===== src/rtl/fft_twiddle_stream.sv =====
// Streaming twiddle-factor source for a radix-2 DIT FFT: one stage request yields
// W = exp(-j*2*pi*k/N) for all N/2 butterflies, LANES per beat, with valid/ready flow control.
module fft_twiddle_stream #(
    parameter int FFT_LOG2N = 6,
    parameter int LANES     = 8,
    parameter int WN_WID    = 10
) (
    input  logic                      clk,
    input  logic                      rst,
    input  logic                      start_i,
    input  logic [2:0]                stage_i,
    input  logic                      inv_i,
    output logic                      start_rdy_o,
    output logic [LANES*WN_WID-1:0]   wn_re_o,
    output logic [LANES*WN_WID-1:0]   wn_im_o,
    output logic                      valid_o,
    input  logic                      ready_i,
    output logic                      last_o,
    output logic                      err_o
);

    localparam int N     = 1 << FFT_LOG2N;
    localparam int BEATS = N / (2 * LANES);
    localparam int Q     = N / 4;
    localparam int SC    = 64 / N;
    localparam int BW    = (BEATS > 1) ? $clog2(BEATS) : 1;
    localparam int PW    = LANES * WN_WID;

    typedef enum logic {IDLE, RUN} state_t;

    state_t              state;
    logic [BW-1:0]       beat_p1;
    logic [2:0]          stage_q;
    logic                inv_q;
    logic                vld_p1;
    logic                last_p1;
    logic                err_p1;
    logic [PW-1:0]       re_p1;
    logic [PW-1:0]       im_p1;

    logic                legal;
    logic                accept;
    logic                advance;
    logic                hs_last;
    logic [BW-1:0]       beat_p0;
    logic [2:0]          s_p0;
    logic                inv_p0;
    logic [PW-1:0]       re_p0;
    logic [PW-1:0]       im_p0;
    logic [2*WN_WID-1:0] tw;

    // Quarter-wave cosine in Q8: round(256*cos(2*pi*m/64)), m = 0..16
    function automatic logic [8:0] cos_rom(input logic [4:0] m);
        case (m)
            5'd0:    cos_rom = 9'd256;
            5'd1:    cos_rom = 9'd255;
            5'd2:    cos_rom = 9'd251;
            5'd3:    cos_rom = 9'd245;
            5'd4:    cos_rom = 9'd237;
            5'd5:    cos_rom = 9'd226;
            5'd6:    cos_rom = 9'd213;
            5'd7:    cos_rom = 9'd198;
            5'd8:    cos_rom = 9'd181;
            5'd9:    cos_rom = 9'd162;
            5'd10:   cos_rom = 9'd142;
            5'd11:   cos_rom = 9'd121;
            5'd12:   cos_rom = 9'd98;
            5'd13:   cos_rom = 9'd74;
            5'd14:   cos_rom = 9'd50;
            5'd15:   cos_rom = 9'd25;
            default: cos_rom = 9'd0;
        endcase
    endfunction

    function automatic logic signed [WN_WID-1:0] sext_neg(input logic [8:0] mag, input logic neg);
        logic signed [WN_WID-1:0] v;
        v = signed'({{(WN_WID-9){1'b0}}, mag});
        return neg ? -v : v;
    endfunction

    // Butterfly j of stage s -> exponent k, then fold the half circle onto the quarter-wave ROM
    function automatic logic [2*WN_WID-1:0] twiddle(input int j, input int s, input logic inv);
        int k;
        int kp;
        logic signed [WN_WID-1:0] re;
        logic signed [WN_WID-1:0] im;
        k = (j & ((1 << s) - 1)) << (FFT_LOG2N - 1 - s);
        kp = k - Q;
        if (k < Q) begin
            re = sext_neg(cos_rom(5'(k * SC)), 1'b0);
            im = sext_neg(cos_rom(5'((Q - k) * SC)), 1'b1);
        end else begin
            re = sext_neg(cos_rom(5'((Q - kp) * SC)), 1'b1);
            im = sext_neg(cos_rom(5'(kp * SC)), 1'b1);
        end
        if (inv) begin
            im = -im;
        end
        return {re, im};
    endfunction

    assign legal       = int'(stage_i) < FFT_LOG2N;
    assign hs_last     = vld_p1 && ready_i && last_p1;
    assign start_rdy_o = (state == IDLE) || hs_last;
    assign accept      = start_i && start_rdy_o && legal;
    assign advance     = vld_p1 && ready_i && !last_p1;

    // Stage p0: next beat to present, either beat 0 of a new request or the successor
    always_comb begin
        beat_p0 = accept ? '0 : beat_p1 + BW'(1);
        s_p0    = accept ? stage_i : stage_q;
        inv_p0  = accept ? inv_i : inv_q;
        re_p0   = '0;
        im_p0   = '0;
        tw      = '0;
        for (int l = 0; l < LANES; l++) begin
            tw = twiddle(int'(beat_p0) * LANES + l, int'(s_p0), inv_p0);
            re_p0[l*WN_WID +: WN_WID] = tw[2*WN_WID-1:WN_WID];
            im_p0[l*WN_WID +: WN_WID] = tw[WN_WID-1:0];
        end
    end

    // Stage p1: registered beat; held while the consumer stalls
    always_ff @(posedge clk or posedge rst) begin
        if (rst) begin
            state   <= IDLE;
            beat_p1 <= '0;
            stage_q <= '0;
            inv_q   <= 1'b0;
            vld_p1  <= 1'b0;
            last_p1 <= 1'b0;
            err_p1  <= 1'b0;
            re_p1   <= '0;
            im_p1   <= '0;
        end else begin
            err_p1 <= start_i && start_rdy_o && !legal;
            if (accept || advance) begin
                state   <= RUN;
                beat_p1 <= beat_p0;
                stage_q <= s_p0;
                inv_q   <= inv_p0;
                vld_p1  <= 1'b1;
                last_p1 <= (beat_p0 == BW'(BEATS - 1));
                re_p1   <= re_p0;
                im_p1   <= im_p0;
            end else if (hs_last) begin
                state   <= IDLE;
                vld_p1  <= 1'b0;
                last_p1 <= 1'b0;
            end
        end
    end

    assign wn_re_o = re_p1;
    assign wn_im_o = im_p1;
    assign valid_o = vld_p1;
    assign last_o  = last_p1;
    assign err_o   = err_p1;

endmodule


===== config.mk =====
export PLATFORM = sky130hd
export DESIGN_NAME = fft_twiddle_stream
export DESIGN_NICKNAME = d
export VERILOG_FILES = /design/src/rtl/fft_twiddle_stream.sv
export SDC_FILE = /design/constraint.sdc
export NUM_CORES = 1
export LEC_CHECK = 0
export ABC_AREA = 1
export CAP_MARGIN = 10
export CORE_MARGIN = 2
export CORE_UTILIZATION = 30
export DETAILED_ROUTE_END_ITERATION = 12
export GPL_TIMING_DRIVEN = 0
export PLACE_DENSITY_LB_ADDON = 0.05
export SETUP_SLACK_MARGIN = 0.4
export SYNTH_ARGS = -nofsm -noshare
export SYNTH_HDL_FRONTEND = slang
export SYNTH_MEMORY_MAX_BITS = 65536
export SYNTH_SLANG_ARGS = --single-unit

===== constraint.sdc =====
create_clock -name clk -period 6.6 [get_ports clk]
set_input_delay 1.32 -clock clk [delete_from_list [all_inputs] [get_ports clk]]
set_output_delay 1.32 -clock clk [all_outputs]
set_load 0.01 [all_outputs]

==> impl_metrics.yaml, run 1 <==
cts:
  h-tree-depth: 4
  tritoncts: "built"
  cts_made_buffers: 17
  worst_case_clock_buffer_depth: 2
  cts.sinks: 158
  clockRootBuffer: "sky130_fd_sc_hd__clkbuf_16"
  clkSlewWorstSetupHoldPaths_ns: 0.07
  clk_latency_ns: 0.51
hold_path:
  whs_endpoint: "wn_im_o[29]$_DFFE_PP0P_"
  worst_hold_path.num_cells: 2
  hp-class: "reg -> reg"
  hold_start: "wn_im_o[29]$_DFFE_PP0P_"
critical_path:
  worstPathRequired_ns: 6.96
  cp_max_fo: 14
  cp_num_buf_inv: 7
  endpoint_kind: "flop"
  cp_top_family: "simple AND/OR/NAND/NOR gates"
  setup.reg_to_reg.worst_slack_ns: 1.56
  critical_path.startpoint_type: "input pin"
  timing.critical_path.slowest_cell_delay_ns: 0.51
  cp.arrival_ns: 6.36
  number_of_cell_instances_on_the_worst_register_to_register_path: 27
  path_class: "in -> reg"
  rr_endpoint: "wn_im_o[54]$_DFFE_PP0P_"
  cpMaxStageDelayCell: "sky130_fd_sc_hd__clkdlybuf4s50_1"
  ff_to_ff_start: "last_o$_DFFE_PP0P_"
timing:
  timing.final.crit_period_ns: 5.998
  worst_slew_pin_slew_ns: 1.325
  grt_setup_unrepaired: "false"
  post_route_hold_slack_ns: 0.4799
  timing.fmax_ghz: 0.1667
  timing.max_slew.rel_slack_pct: 11.70
  period_share_pct: 90.88
  setup_slack_ns: 0.6022
  final.setup_skew_ns: 0.01857
  max_slew_violation_total_from_the_final_report: 0
  finalSetupViolations: 0
  hold_violations: 0
logic_synthesis:
  synth.ff_latch_count: 158
  syn_area_per_cell_um2: 6.452
  commonest_register_cell_after_synthesis: "sky130_fd_sc_hd__dfrtp_1"
  syn_nets: 2428
  syn_inst: 2338
  yosysSeqAreaShare_pct: 26.21
  synth.largest_area_cell: "sky130_fd_sc_hd__dfrtp_1"
  synth_mux_area_share_pct: 0.1991
  synth_cell_type_count: 60
  synthAdderAreaFrac_pct: 6.802
  synthXorXnorAreaFrac_pct: 3.600
  synth_largest_type_area_fraction_pct: 26.21
  combinational_family_with_the_most_area_after_synthesis: "simple AND/OR/NAND/NOR gates"
  synth-async-reset-ratio_pct: 100.0
  synth_warnings: 0
  synth-compound-area-share_pct: 14.96
  post_synth_instance_area_um2: 15080
  synth-edff-count: 0
  yosys.area_share.simple_pct: 39.02
  ys_top_cells_by_area: "sky130_fd_sc_hd__dfrtp_1, sky130_fd_sc_hd__nand2_1, sky130_fd_sc_hd__ha_1, sky130_fd_sc_hd__nand3_1, sky130_fd_sc_hd__o21ai_0"
floorplanning:
  placement_rows: 82
  dieWidth_um: 228.2
  floorplan.io_pins: 172
  vert_die_dim_um: 228.2
  die_area_um2: 52090
  core_area_um2: 49860
  initial_core_util_pct: 30.25
place:
  detailedPlacementHpwl_um: 53480
  pre_cts_ws_ns: -1.196
  numPortBuffers: 171
  placedInstanceArea_um2: 17690
  finalWeightedCongestion: 0.9489
detailed_routing:
  routed_wirelength_um: 69070
  routed_wire_length_per_instance_um: 21.35
  first_iter_violations: 1378
  drt_pre_antenna_iters: 5
  vias: 16524
  route.detailed.vias_per_inst: 5.108
  route.detailed.drc: 0
  drtAntennaViolNets: 0
global_routing:
  grt_max_degree: 91
  grt_antenna_before_repair: 4
  global_route.overflow_total: 0
  grtUsageTotal_pct: 26.37
  first_global_vias: 15797
  grt_first_pass_wirelength_um: 101500
layout:
  fillers: 5535
  layout.cell_area.non_filler_um2: 18700
  drive_above_1_share_pct: 11.63
  fin_nets: 2640
  layout-area-overhead-vs-synth_pct: 23.95
status:
  status: "finished clean"
job:
  maxCapViolations: 0
-- cells by family (layout without fill, tap and decap cells) --
kind of cell | count (synthesis) | in the layout
buffers and inverters | 333 | 557
AOI/OAI and AO/OA | 396 | 396
and+or+nand+nor | 1304 | 1304
other | 0 | 1
xor gates and xnor gates | 62 | 62
adders and majority gates | 82 | 82
muxes | 3 | 3
DFF | 158 | 158
-- per-stage QoR --
step	instances	TNS, ns	utilization (%)
global placement	3181	-304.65	35.37
CTS	3222	0	36.84
detailed placement	3183	-33.50	35.48
global route	3234	0	37.49
floorplan	2338	0	-
finish	3235	0	37.50
-- cells in the final DEF, fill, tap and decap left out, types with 14 or more instances in the layout --
master,n
sky130_fd_sc_hd__a21oi_1,68
sky130_fd_sc_hd__buf_4,32
sky130_fd_sc_hd__clkbuf_1,51
sky130_fd_sc_hd__clkbuf_16,17
sky130_fd_sc_hd__clkdlybuf4s50_1,171
sky130_fd_sc_hd__dfrtp_1,158
sky130_fd_sc_hd__ha_1,74
sky130_fd_sc_hd__inv_1,192
sky130_fd_sc_hd__inv_2,35
sky130_fd_sc_hd__nand2_1,671
sky130_fd_sc_hd__nand2_2,32
sky130_fd_sc_hd__nand2_4,15
sky130_fd_sc_hd__nand3_1,199
sky130_fd_sc_hd__nand3b_1,15
sky130_fd_sc_hd__nand4_1,29
sky130_fd_sc_hd__nor2_1,243
sky130_fd_sc_hd__nor2_2,29
sky130_fd_sc_hd__o21ai_0,197
sky130_fd_sc_hd__o21ai_1,43
sky130_fd_sc_hd__o31ai_1,16
sky130_fd_sc_hd__xnor2_1,14
sky130_fd_sc_hd__xor2_1,46
-- tightest hold or removal path, stage by stage, from the launching register on --
cell	delay, ns
sky130_fd_sc_hd__dfrtp_1	0.34
sky130_fd_sc_hd__nand2_1	0.05
sky130_fd_sc_hd__nand2_1	0.06
-- cells in the mapped netlist (all sizes together) (3+ instances only) --
master	count
or2	11
o22ai	6
o211ai	12
nand4	30
nor2	285
dfrtp	158
nor4	3
nor3	23
a31oi	12
o311ai	3
mux2i	3
o31ai	16
o21ai	250
nand2	719
nand3b	15
clkbuf	55
xnor2	15
o21bai	7
ha	82
inv	235
buf	41
a21oi	76
a22oi	3
nand3	215
xor2	47
-- routing by layer --
metal / wire length, µm / global-route usage, %
met1: 31560 / 35.33
met3: 3933 / 4.525
met4: 2513 / 10.48
met5: 0 / 0
met2: 31070 / 42.16
-- timing repair --
action | CTS | global route
hold buffers | 0 | 0
gates resized for setup | 19 | 60
gates cloned | 0 | 0
setup endpoints to repair | 65 | 50
pin swaps | 7 | 17
setup buffers | 8 | 12
-- sequential cells by signal, indices dropped and copies added (netlist names) --
name     count
wn_im_o     74
last_o       1
beat_p1      2
wn_re_o     75
valid_o      1
stage_q      3
err_o        1
inv_q        1
-- cell type report --
cell class / count / area [µm²] / area share, %
multi-input cells: 1847 / 9957 / 53.26
flip-flops and latches: 158 / 3954 / 21.15
repair buffers: 193 / 1908 / 10.21
inverters: 237 / 922.1 / 4.932
well taps: 672 / 840.8 / 4.497
plain buffers: 96 / 546.8 / 2.924
clock buffers: 21 / 450.4 / 2.409
clock inverters: 10 / 115.1 / 0.6157
diodes: 1 / 2.502 / 0.01338
-- how the worst max path moves through the flow --
stage             from                       to  slack (ns)  cells after the start
5_1_grt        ready_i  wn_im_o[54]$_DFFE_PP0P_        0.39                     31
4_1_cts        ready_i  wn_im_o[54]$_DFFE_PP0P_        0.39                     30
6_report       ready_i  wn_im_o[54]$_DFFE_PP0P_        0.60                     28
2_1_floorplan  ready_i  wn_im_o[58]$_DFFE_PP0P_        0.94                     31
3_3_place_gp       rst  wn_re_o[74]$_DFFE_PP0P_       -1.75                      2
3_5_place_dp   ready_i  wn_im_o[54]$_DFFE_PP0P_       -1.20                     30
Power of run 1 is not shown: default switching activity piles up to over one toggle a cycle in this logic, so the estimate is an artifact.
==> inputs of run 2 (changes only) <==
- CORE_ASPECT_RATIO: default -> 0.9
==> run 2 against run 1 <==
Net effect:
- flip-flop and latch count stayed put
- count of clock-buffer cells in the layout is 2 lower
- final cell count hardly changed
==> impl_metrics.yaml, run 2 (synthesis results as in run 1) <==
place:
  numPlacedInstances: 3184
  detailedPlacementHpwl_um: 54120
  placedInstanceArea_um2: 17720
  numPortBuffers: 171
  finalWeightedCongestion: 0.9430
timing:
  timing.fmax_ghz: 0.1696
  max_slew_violation_total_from_the_final_report: 0
  period_share_pct: 89.36
  grt_setup_unrepaired: "true"
  final.setup_skew_ns: 0.01144
  hold_violations: 0
  post_route_hold_slack_ns: 0.4803
  worst_slew_pin_slew_ns: 1.383
  timing.max_slew.rel_slack_pct: 7.793
  timing.final.crit_period_ns: 5.898
  finalSetupViolations: 0
critical_path:
  worst_path_most_repeated_cell: "sky130_fd_sc_hd__nand2_1"
  timing.critical_path.slowest_cell_delay_ns: 0.90
  critical_path.startpoint_type: "input pin"
  number_of_cell_instances_on_the_worst_register_to_register_path: 23
  crit_path_cell_trace: "clkdlybuf4s50_1 -> nand2_2 -> nand2_4 -> nand3_4 -> buf_6 -> nand2_4 -> nand2_8 -> inv_2 -> ha_4 -> clkbuf_1 -> buf_1 -> nand2_1 -> ha_1 -> inv_1 -> nand4_1 -> nand2_1 -> ha_1 -> nand4_1 -> nor2_1 -> nand2_1 -> nand2_1 -> nand2_1 -> nand3_1 -> nand2_1"
  worstPathRequired_ns: 7.00
  cp.arrival_ns: 6.30
  endpoint_kind: "flop"
  cpMaxStageDelayCell: "sky130_fd_sc_hd__buf_1"
  path_depth: 24
  cp_max_fo: 10
  cp_num_buf_inv: 6
  cp_top_family: "buffers and inverters"
  path_class: "in -> reg"
status:
  status: "finished clean"
floorplanning:
  vert_die_dim_um: 216.7
  floorplan.io_pins: 172
  placement_rows: 77
  core_area_um2: 49420
  dieWidth_um: 240.4
  die_area_um2: 52090
  initial_core_util_pct: 30.52
global_routing:
  grt_first_pass_wirelength_um: 103500
  grt_max_degree: 92
  first_global_vias: 15739
  global_route.overflow_total: 0
  grtUsageTotal_pct: 27.43
  grt_antenna_before_repair: 5
layout:
  largest_reg_flops: 75
  layout.core_utilization_pct: 37.65
  mostFrequentLayoutCell: "sky130_fd_sc_hd__nand2_1"
  layout-area-overhead-vs-synth_pct: 23.37
  drive_above_1_share_pct: 11.35
  finish.cell_count_without_fillers: 3237
  layout_common_cells: "sky130_fd_sc_hd__nand2_1, sky130_fd_sc_hd__nor2_1, sky130_fd_sc_hd__nand3_1"
  layout.cell_area.non_filler_um2: 18610
  fin_nets: 2641
  fillers: 5441
cts:
  cts_made_buffers: 17
  h-tree-depth: 4
  tritoncts: "built"
  worst_case_clock_buffer_depth: 2
  clk_latency_ns: 0.51
  cts_hold_buf: 0
  clkSlewWorstSetupHoldPaths_ns: 0.07
  cts.sinks: 158
  clockRootBuffer: "sky130_fd_sc_hd__clkbuf_16"
job:
  maxCapViolations: 0
hold_path:
  hp-class: "reg -> reg"
  worst_hold_path.num_cells: 2
detailed_routing:
  vias: 16512
  route.detailed.drc: 0
  drt_pre_antenna_iters: 7
  first_iter_violations: 1281
  routed_wire_length_per_instance_um: 21.78
  routed_wirelength_um: 70510
  drtAntennaViolNets: 0
  route.detailed.vias_per_inst: 5.101
run 2: cell types whose count changed in the layout (fill, tap and decap cells not counted), moves of 3 or more:
cell and change:
sky130_fd_sc_hd__ha_4 -5, sky130_fd_sc_hd__buf_4 -3, sky130_fd_sc_hd__buf_8 +3, sky130_fd_sc_hd__ha_1 +3, sky130_fd_sc_hd__inv_1 +3, sky130_fd_sc_hd__inv_6 +3
run 2: through the flow:
step | setup TNS, ns | setup slack (ns)
after floorplan | 0 | 0.9386
after global placement | -361.49 | -2.102
after detailed placement | -31.31 | -1.056
after CTS | 0 | 0.3654
after global routing | 0 | 0.3583
final | 0 | 0.7022
run 2: repair_timing:
action                                 in CTS  in global routing
setup endpoints to repair                  61                 53
setup buffers                               3                 14
pin swaps                                   3                  7
endpoints found under the hold margin       0                  0
gates resized for setup                    12                 53
run 2: worst register-to-register path, delay by kind of cell, from the launching register on:
family,cells,cell delay (ns)
simple gates,15,1.54
fa+ha+maj,3,0.81
flops,1,0.41
buf+inv,5,2.13
run 2: layout make-up:
class | instances | area, µm² | area share [%]
plain buffers | 96 | 534.3 | 2.871
clock inverters | 13 | 105.1 | 0.5648
flip-flops and latches | 158 | 3954 | 21.25
clock buffers | 19 | 442.9 | 2.380
multi-input cells | 1847 | 9851 | 52.93
well taps | 671 | 839.6 | 4.512
inverters | 237 | 915.9 | 4.922
diodes | 2 | 5.005 | 0.02689
repair buffers | 194 | 1962 | 10.54
run 2: worst paths after layout:
check	start	endpoint	slack, ns
min	wn_re_o[76]$_DFFE_PP0P_	wn_re_o[76]$_DFFE_PP0P_	0.48
min in group asynchronous	rst	wn_re_o[64]$_DFFE_PP0P_	1.25
max reg2reg	last_o$_DFFE_PP0P_	wn_im_o[78]$_DFFE_PP0P_	1.59
max in group asynchronous	rst	wn_im_o[78]$_DFFE_PP0P_	4.44
max	ready_i	wn_im_o[78]$_DFFE_PP0P_	0.70
min reg2reg	wn_re_o[76]$_DFFE_PP0P_	wn_re_o[76]$_DFFE_PP0P_	0.48
run 2: routing by layer:
layer	up-vias	part of all wire (%)	global-route usage, %
li1	8056	-	-
met1	7854	47	37.77
met2	504	43	41.59
met3	98	6.0	5.403
met4	0	3.8	11.78
met5	-	0	0
Power of run 2 is left out for the same reason.
==> inputs of run 3 (changes only) <==
- CTS_CLUSTER_SIZE: default -> 10
==> results of run 3 <==
Final layout, timing and power as in run 2 (identical DEF).
Power of run 3 is left out for the same reason.
